$ cat config.mk
export PLATFORM = sky130hd
export DESIGN_NAME = tlul_burst_splitter
export DESIGN_NICKNAME = d
export VERILOG_FILES = /design/src/rtl/tlul_burst_splitter.sv
export SDC_FILE = /design/constraint.sdc
export NUM_CORES = 1
export LEC_CHECK = 0
export ABC_CLOCK_PERIOD_IN_PS = 6400
export CORE_AREA = 2 2 176 178
export DETAILED_ROUTE_END_ITERATION = 16
export DIE_AREA = 0 0 178 180
export GPL_TIMING_DRIVEN = 0
export SLEW_MARGIN = 20
export SYNTH_ARGS = -nofsm -noshare
export SYNTH_HDL_FRONTEND = slang
export SYNTH_SLANG_ARGS = --single-unit
$ cat constraint.sdc
create_clock -name clk_i -period 6.4 [get_ports clk_i]
set_clock_uncertainty 0.2 [all_clocks]
set_input_delay 0.64 -clock clk_i [delete_from_list [all_inputs] [get_ports clk_i]]
set_output_delay 0.64 -clock clk_i [all_outputs]
set_load 0.02 [all_outputs]
$ cat src/rtl/tlul_burst_splitter.sv
// TL-UL burst splitter: turns host bursts into 8-byte single-beat device accesses
// and folds the per-beat device responses back into the burst response the host expects.
package tlul_pkg;
    localparam int TL_AW   = 32;
    localparam int TL_DW   = 64;
    localparam int TL_DBW  = TL_DW / 8;
    localparam int TL_SZW  = 3;
    localparam int TL_AIW  = 8;
    localparam int TL_DIW  = 1;
    localparam int TL_AUW  = 8;
    localparam int TL_DUW  = 8;

    localparam logic [2:0] PutFullData    = 3'h0;
    localparam logic [2:0] PutPartialData = 3'h1;
    localparam logic [2:0] Get            = 3'h4;
    localparam logic [2:0] AccessAck      = 3'h0;
    localparam logic [2:0] AccessAckData  = 3'h1;

    typedef struct packed {
        logic                a_valid;
        logic [2:0]          a_opcode;
        logic [2:0]          a_param;
        logic [TL_SZW-1:0]   a_size;
        logic [TL_AIW-1:0]   a_source;
        logic [TL_AW-1:0]    a_address;
        logic [TL_DBW-1:0]   a_mask;
        logic [TL_DW-1:0]    a_data;
        logic [TL_AUW-1:0]   a_user;
        logic                d_ready;
    } tl_h2d_t;

    typedef struct packed {
        logic                d_valid;
        logic [2:0]          d_opcode;
        logic [2:0]          d_param;
        logic [TL_SZW-1:0]   d_size;
        logic [TL_AIW-1:0]   d_source;
        logic [TL_DIW-1:0]   d_sink;
        logic [TL_DW-1:0]    d_data;
        logic [TL_DUW-1:0]   d_user;
        logic                d_error;
        logic                a_ready;
    } tl_d2h_t;
endpackage

module tlul_burst_splitter
    import tlul_pkg::*;
#(
    parameter int MaxSize      = 6,
    parameter int BeatSizeLog2 = 3
) (
    input  logic    clk_i,
    input  logic    rst_ni,
    input  tl_h2d_t tl_h_i,
    output tl_d2h_t tl_h_o,
    output tl_h2d_t tl_d_o,
    input  tl_d2h_t tl_d_i
);
    localparam int CntW = MaxSize - BeatSizeLog2 + 1;

    typedef enum logic [1:0] {
        IDLE      = 2'd0,
        GET_ISSUE = 2'd1,
        PUT       = 2'd2,
        RSP_WAIT  = 2'd3
    } state_e;

    state_e              r_state;
    logic [2:0]          r_opcode;
    logic [TL_SZW-1:0]   r_size;
    logic [TL_AIW-1:0]   r_source;
    logic [TL_AW-1:0]    r_base;
    logic [CntW-1:0]     r_issue_cnt;
    logic [CntW-1:0]     r_rsp_cnt;
    logic                r_sticky_err;

    logic [CntW-1:0]     w_h_n;
    logic [CntW-1:0]     w_n;
    logic [CntW-1:0]     w_last;
    logic                w_is_put;
    logic                w_dev_a_hs;
    logic                w_dev_d_hs;
    logic                w_unused;

    function automatic logic is_put_op(input logic [2:0] op);
        return (op == PutFullData) || (op == PutPartialData);
    endfunction

    // Oversize and unknown opcodes stay single-beat so the downstream error logic sees them untouched.
    function automatic logic [CntW-1:0] beat_count(input logic [2:0] op, input logic [TL_SZW-1:0] size);
        logic [CntW-1:0] n;
        if (!(is_put_op(op) || (op == Get)) || (size <= TL_SZW'(BeatSizeLog2)) ||
            (size > TL_SZW'(MaxSize))) begin
            n = CntW'(1);
        end else begin
            n = CntW'(1) << (size - TL_SZW'(BeatSizeLog2));
        end
        return n;
    endfunction

    function automatic logic [TL_AW-1:0] beat_addr(input logic [TL_AW-1:0] base,
                                                   input logic [TL_SZW-1:0] size,
                                                   input logic [CntW-1:0] idx);
        logic [TL_AW-1:0] low_mask;
        low_mask = (TL_AW'(1) << size) - TL_AW'(1);
        return (base & ~low_mask) | (TL_AW'(idx) << BeatSizeLog2);
    endfunction

    assign w_h_n      = beat_count(tl_h_i.a_opcode, tl_h_i.a_size);
    assign w_n        = beat_count(r_opcode, r_size);
    assign w_last     = w_n - CntW'(1);
    assign w_is_put   = is_put_op(r_opcode) && (w_n != CntW'(1));
    assign w_dev_a_hs = tl_d_o.a_valid & tl_d_i.a_ready;
    assign w_dev_d_hs = tl_d_i.d_valid & tl_d_o.d_ready;
    assign w_unused   = ^{tl_d_i.d_size, tl_d_i.d_source};

    // Device A / host D steering: zero-latency pass-through with per-beat rewriting.
    always_comb begin
        tl_d_o = '0;
        tl_h_o = '0;
        case (r_state)
            IDLE: begin
                tl_d_o          = tl_h_i;
                tl_d_o.a_valid  = tl_h_i.a_valid & rst_ni;
                tl_d_o.a_user   = '0;
                if (w_h_n != CntW'(1)) begin
                    tl_d_o.a_size    = TL_SZW'(BeatSizeLog2);
                    tl_d_o.a_address = beat_addr(tl_h_i.a_address, tl_h_i.a_size, CntW'(0));
                end else begin
                    tl_d_o.a_size    = tl_h_i.a_size;
                end
                tl_h_o.a_ready  = tl_d_i.a_ready & rst_ni;
            end
            GET_ISSUE: begin
                tl_d_o.a_valid   = 1'b1;
                tl_d_o.a_opcode  = Get;
                tl_d_o.a_param   = tl_h_i.a_param;
                tl_d_o.a_size    = TL_SZW'(BeatSizeLog2);
                tl_d_o.a_source  = r_source;
                tl_d_o.a_address = beat_addr(r_base, r_size, r_issue_cnt);
                tl_d_o.a_mask    = '1;
            end
            PUT: begin
                tl_d_o           = tl_h_i;
                tl_d_o.a_user    = '0;
                tl_d_o.a_size    = TL_SZW'(BeatSizeLog2);
                tl_d_o.a_address = beat_addr(r_base, r_size, r_issue_cnt);
                tl_h_o.a_ready   = tl_d_i.a_ready;
            end
            RSP_WAIT: begin
                tl_d_o.a_param = tl_h_i.a_param;
            end
            default: begin
                tl_d_o.a_valid = 1'b0;
            end
        endcase

        // Responses never run ahead of issued beats; early Put acks are swallowed.
        if (r_state == IDLE) begin
            tl_d_o.d_ready = 1'b0;
        end else if (r_rsp_cnt >= r_issue_cnt) begin
            tl_d_o.d_ready = 1'b0;
        end else if (w_is_put && (r_rsp_cnt != w_last)) begin
            tl_d_o.d_ready = 1'b1;
        end else begin
            tl_h_o.d_valid  = tl_d_i.d_valid;
            tl_h_o.d_opcode = tl_d_i.d_opcode;
            tl_h_o.d_param  = tl_d_i.d_param;
            tl_h_o.d_size   = r_size;
            tl_h_o.d_source = r_source;
            tl_h_o.d_sink   = tl_d_i.d_sink;
            tl_h_o.d_data   = tl_d_i.d_data;
            tl_h_o.d_user   = tl_d_i.d_user;
            tl_h_o.d_error  = tl_d_i.d_error | (w_is_put & r_sticky_err);
            tl_d_o.d_ready  = tl_h_i.d_ready;
        end
    end

    // Transaction FSM with issue/response beat counters.
    always_ff @(posedge clk_i or negedge rst_ni) begin
        if (!rst_ni) begin
            r_state      <= IDLE;
            r_opcode     <= 3'h0;
            r_size       <= '0;
            r_source     <= '0;
            r_base       <= '0;
            r_issue_cnt  <= '0;
            r_rsp_cnt    <= '0;
            r_sticky_err <= 1'b0;
        end else begin
            case (r_state)
                IDLE: begin
                    if (w_dev_a_hs) begin
                        r_opcode     <= tl_h_i.a_opcode;
                        r_size       <= tl_h_i.a_size;
                        r_source     <= tl_h_i.a_source;
                        r_base       <= tl_h_i.a_address;
                        r_issue_cnt  <= CntW'(1);
                        r_rsp_cnt    <= CntW'(0);
                        r_sticky_err <= 1'b0;
                        if (w_h_n == CntW'(1)) begin
                            r_state <= RSP_WAIT;
                        end else if (tl_h_i.a_opcode == Get) begin
                            r_state <= GET_ISSUE;
                        end else begin
                            r_state <= PUT;
                        end
                    end
                end
                GET_ISSUE, PUT: begin
                    if (w_dev_a_hs) begin
                        r_issue_cnt <= r_issue_cnt + CntW'(1);
                        if (r_issue_cnt == w_last) begin
                            r_state <= RSP_WAIT;
                        end
                    end
                end
                default: begin
                    r_state <= r_state;
                end
            endcase

            if ((r_state != IDLE) && w_dev_d_hs) begin
                r_rsp_cnt    <= r_rsp_cnt + CntW'(1);
                r_sticky_err <= r_sticky_err | tl_d_i.d_error;
                if (r_rsp_cnt == w_last) begin
                    r_state      <= IDLE;
                    r_sticky_err <= 1'b0;
                end
            end
        end
    end
endmodule

==> flow_summary.yaml, run 1 <==
floorplan:
  die_h_um: 180
  ios: 450
  die_w_um: 178
  die-area_um2: 32000
  core_um2: 30200
  initial_core_util: 0.166
  rows: 64
drt:
  drtAntennaViolNets: 0
  routed_wl_um: 29700
  wl_per_cell_um: 20.9
  drt_iter0_drc: 215
  drt-vias-per-instance: 4.29
  drcViolationCount: 0
  vias: 6099
  firstDrtPassIters: 5
clocking:
  cts_max_path_buffers: 2
  clk_latency_ns: 0.34
  clockRootBuffer: "clkbuf_16"
  ctsResizeCount: 0
  clock-sinks: 57
  cts_made_buffers: 9
  cts.htree.levels: 3
  hold_buffers: 1
  cts_setup_buffers: 0
  path_clk_slew_ns: 0.05
  cts_tree: "built"
final_layout:
  ff_latch_area_um2: 1430
  multi_input_area_um2: 3290
  fin_nets: 1265
  final_common_cell: "clkdlybuf4s50_1"
  area_growth_pct: 101
  final_cell_mix: "clkdlybuf4s50_1, and2_1, dfrtp_1"
  fill_cells: 3100
  utilization: 0.333
  drive_gt1_frac: 0.0918
grt:
  overflow: 0
  track_usage: 0.177
  grt_pass1_vias: 6024
  antenna_found_initial: 7
  grt_pass1_wl_um: 41300
  grt_max_degree: 37
placement:
  place_congestion: 0.895
  dpl.hpwl_um: 25300
  portBuffers: 418
logic_synthesis:
  synth.top_cells.by_area: "dfrtp_1, and2_1, mux2_2"
  synth-edff-count: 0
  yosys.area.top_type: "dfrtp_1"
  synth-async-reset-ratio: 1.00
  netlist.area_leader.share: 0.285
  ys.flop_type: "dfrtp_1"
  mappedNetlistArea_um2: 5000
  synth_area_per_cell_um2: 8.61
  ys.warnings.count: 0
  yosysUniqueCellTypes: 57
  syn_inst: 581
  synth_seq_cells: 57
  ys_seq_area_frac: 0.285
sta:
  period_needed_ns: 5.68
  tightest_slew_ns: 1.00
  setup_tns_ns: 0
  slew_viol_final: 0
  finalHoldViolCount: 0
  setup_viol_count_final: 0
  rsz0062_at_grt: "false"
  timing.fmax_mhz: 176
  timing.final.crit_share: 0.888
  slew_headroom: 0.332
critical_path:
  arrival_ns: 4.84
  cp-end-kind: "primary output"
  r2r-end: "r_rsp_cnt[1]$_DFFE_PN0P_"
  worst_r2r_startpoint: "r_size[2]$_DFFE_PN0P_"
  required_ns: 5.56
  r2r_slack_ns: 2.43
  critPathMaxFanout: 10
  critPathKind: "reg -> out"
  start_kind: "flip-flop"
  reg2reg_depth: 13
power_and_ir_drop:
  max-vdd-ir-drop_uv: 194
  power_leakage_nw: 3.95
  p_per_area_nw_per_um2: 426
  fin_total_pwr_mw: 4.28
job:
  drv_cap: 0
hold_path:
  hp-start: "r_base[5]$_DFFE_PN0P_"
  hold_end: "r_base[5]$_DFFE_PN0P_"
  holdPathStages: 1
  hp-class: "reg -> reg"
run_status:
  status: "complete, no violations"
metal layers:
metal / vias up / routed length (um) / track usage
met5: - / 69 / 0
met4: 10 / 317 / 0.0348
met3: 28 / 3190 / 0.0812
met2: 279 / 13000 / 0.267
met1: 2907 / 13100 / 0.231
li1: 2875 / - / -
where the power goes:
part / internal, mW / switching (mW) / total (mW)
Combinational: 1.44 / 1.67 / 3.11
Sequential: 0.528 / 0.128 / 0.657
Clock: 0.333 / 0.180 / 0.513
synthesized netlist by cell type (all sizes together) (2+ instances only):
master,number
a22o,17
dfrtp,57
mux2,45
o21a,10
xnor3,2
a31oi,2
o22ai,3
a22oi,19
a21boi,2
o221ai,2
a211oi,6
buf,15
clkbuf,31
a21o,2
o2111ai,2
nor3,10
o21ai,23
nand2,20
a31o,3
nor2b,9
and2,160
nand2b,2
a21oi,16
inv,20
and3,4
ha,20
nor2,34
nand3,12
and4,2
xnor2,7
o211ai,6
final cells by class:
cell class,count,area share
multi-input combinational,464,0.327
clock inverter,2,0.00349
buffer,46,0.0230
clock buffer,14,0.0273
tap,396,0.0493
sequential,57,0.142
inverter,21,0.00785
timing repair buffer,420,0.419
antenna,2,0.000498
worst max-delay path: stages, from the launching register on:
cell             delay (ns)
dfrtp_1                0.35
buf_2                  0.22
clkinv_1               0.31
ha_1                   0.41
a211oi_4               0.30
o21a_1                 0.24
inv_1                  0.06
ha_1                   0.33
xnor2_1                0.21
nand3_1                0.10
o22ai_1                0.33
a21boi_4               0.15
nor2_4                 0.30
clkbuf_1               0.30
and2_1                 0.23
clkdlybuf4s50_1        0.64
registers in the layout, summed over array words and instances (netlist names):
| name | flops |
|---|---|
| r_source | 8 |
| r_rsp_cnt | 4 |
| r_state | 2 |
| r_sticky_err | 1 |
| r_opcode | 3 |
| r_issue_cnt | 4 |
| r_size | 3 |
| r_base | 32 |
cell families (layout without fill, tap and decap cells):
family                   Yosys count  after routing  share of synthesized area
adder cells (fa/ha/maj)           20             20                     0.0501
flip-flops                        57             57                      0.285
AND/OR/NAND/NOR                  260            260                      0.302
multiplexers                      46             46                      0.103
other                              1             10                   0.000750
AO/OA/AOI/OAI                    120            120                      0.174
XOR/XNOR                          10             10                     0.0230
buffers and inverters             67            503                     0.0621
stage by stage:
step / hold WS [ns] / cell area, um2 / instances / setup slack (ns)
4_1_cts: 0.304 / 10000 / 1420 / 0.725
6_report: 0.304 / 10000 / 1422 / 0.716
2_1_floorplan: 0.144 / 5030 / 588 / 2.41
5_1_grt: 0.317 / 10000 / 1421 / 0.442
3_3_place_gp: 0.290 / 9710 / 1402 / 0.386
3_5_place_dp: 0.290 / 9720 / 1403 / 1.11
how the worst max path moves through the flow:
stage	cells after the start	slack (ns)	from	end
final	15	0.72	r_size[2]$_DFFE_PN0P_	tl_h_o[28]
after CTS	15	0.73	r_size[2]$_DFFE_PN0P_	tl_h_o[52]
after floorplan	14	2.41	r_size[2]$_DFFE_PN0P_	tl_h_o[10]
after detailed placement	15	1.11	r_size[2]$_DFFE_PN0P_	tl_h_o[52]
after global placement	8	0.39	rst_ni	r_sticky_err$_DFFE_PN0P_
after global routing	15	0.44	r_size[2]$_DFFE_PN0P_	tl_h_o[62]
No activity file was read; power rests on OpenSTA's default activity.
==> run 2: changes to the inputs <==
==> constraint.sdc (replaced) <==
create_clock -name clk_i -period 6.4 [get_ports clk_i]
set_clock_uncertainty 0.2 [all_clocks]
set_input_delay 1.28 -clock clk_i [delete_from_list [all_inputs] [get_ports clk_i]]
set_output_delay 1.28 -clock clk_i [all_outputs]
set_load 0.02 [all_outputs]
==> flow_summary.yaml, run 2 (same netlist as run 1, synthesis figures left out) <==
run_status:
  status: "complete, no violations"
drt:
  drcViolationCount: 0
  drt-vias-per-instance: 4.28
  wl_per_cell_um: 20.8
  drtAntennaViolNets: 0
  vias: 6091
  routed_wl_um: 29600
  drt_iter0_drc: 252
  firstDrtPassIters: 5
clocking:
  hold_buffers: 0
  cts_tree: "built"
  clockRootBuffer: "clkbuf_16"
  cts.htree.levels: 3
  cts_made_buffers: 9
  clock-sinks: 57
  path_clk_slew_ns: 0.05
  cts_max_path_buffers: 2
  clk_latency_ns: 0.34
final_layout:
  drive_gt1_frac: 0.0968
  regMostFlops: "r_base"
  largest_reg_flops: 32
  final_common_cell: "clkdlybuf4s50_1"
  fin_nets: 1264
  area_growth_pct: 102
  fin_cells: 1422
  final_cell_mix: "clkdlybuf4s50_1, and2_1, dfrtp_1"
  reg_top3: "r_base x32, r_source x8"
grt:
  antenna_found_initial: 7
  track_usage: 0.177
  overflow: 0
  grt_max_degree: 37
  grt_pass1_wl_um: 41200
  grt_pass1_vias: 6009
sta:
  timing.final.crit_share: 0.952
  timing.fmax_mhz: 164
  rsz0062_at_grt: "false"
  finalHoldViolCount: 0
  setup_slack_ns: 0.307
  setup_viol_count_final: 0
  setup_tns_ns: 0
  tightest_slew_ns: 0.977
  period_needed_ns: 6.09
  slew_headroom: 0.349
  slew_viol_final: 0
power_and_ir_drop:
  p_per_area_nw_per_um2: 427
  max-vdd-ir-drop_uv: 195
  power_leakage_nw: 3.96
critical_path:
  critPathMaxFanout: 9
  arrival_ns: 4.61
  critPathKind: "in -> out"
  required_ns: 4.92
  start_kind: "input pin"
  cp-end-kind: "primary output"
hold_path:
  hp-class: "reg -> reg"
floorplan:
  core_um2: 30200
  initial_core_util: 0.166
  ios: 450
  rows: 64
  die_w_um: 178
  die_h_um: 180
  die-area_um2: 32000
job:
  drv_cap: 0
placement:
  portBuffers: 418
  dp_cells: 1403
  dpl.hpwl_um: 25300
  place_congestion: 0.895
  preCtsSetupSlack_ns: -0.0970
run 2: layout make-up:
cell class	count	area (um2)
Fill cell	3102	20100
Timing Repair Buffer	420	4220
Buffer	45	229
Multi-Input combinational cell	464	3300
Inverter	21	82.6
Clock inverter	2	35.0
Sequential cell	57	1430
Antenna cell	3	7.51
Clock buffer	14	274
Tap cell	396	495
run 2: report_power, final:
part / internal [mW] / switching [mW] / total, mW
clock: 0.333 / 0.178 / 0.511
combinational: 1.46 / 1.68 / 3.13
sequential: 0.528 / 0.129 / 0.657
total: 2.32 / 1.98 / 4.30
run 2: layer usage:
layer / share of wire / up-vias / wire (um) / GRT usage
li1: - / 2874 / - / -
met1: 0.44 / 2895 / 13000 / 0.231
met2: 0.44 / 284 / 13000 / 0.267
met3: 0.11 / 28 / 3260 / 0.0812
met4: 0.011 / 10 / 319 / 0.0348
met5: 0.0023 / - / 69 / 0
run 2: worst max-delay path, cell delays in order:
cell and delay [ns]:
clkdlybuf4s50_1 0.66, inv_1 0.18, ha_1 0.28, a211oi_1 0.59, a41oi_2 0.35, and2_1 0.38
a22o_1 0.31, clkdlybuf4s50_1 0.56
run 2: stage by stage:
step           hold WS, ns  instance area (um2)   util  total power [mW]
2_1_floorplan        0.274                 5030      -              2.32
4_1_cts              0.304                10000  0.333              4.33
5_1_grt              0.317                10100  0.334              4.56
3_3_place_gp         0.290                 9710  0.321              3.77
3_5_place_dp         0.290                 9720  0.322              3.79
6_report             0.304                10100  0.334              4.30
run 2: timing repair:
item                                    CTS  global route
endpoints found under the hold margin     0             0
pin swaps                                 0             1
gates resized for setup                   1             4
endpoints found under the setup margin    7            82
buffers inserted                          0             1
run 2: path summary, 6_finish.rpt:
kind	startpoint	slack, ns	cells past startpoint	end
setup / recovery	tl_h_i[123]	0.31	8	tl_d_o[111]
hold / removal	r_base[4]$_DFFE_PN0P_	0.30	1	r_base[4]$_DFFE_PN0P_
setup reg to reg	r_size[2]$_DFFE_PN0P_	2.62	13	r_rsp_cnt[1]$_DFFE_PN0P_
hold reg to reg	r_base[4]$_DFFE_PN0P_	0.30	1	r_base[4]$_DFFE_PN0P_
max in group asynchronous	rst_ni	4.82	2	r_base[13]$_DFFE_PN0P_
min in group asynchronous	rst_ni	0.64	1	r_base[9]$_DFFE_PN0P_
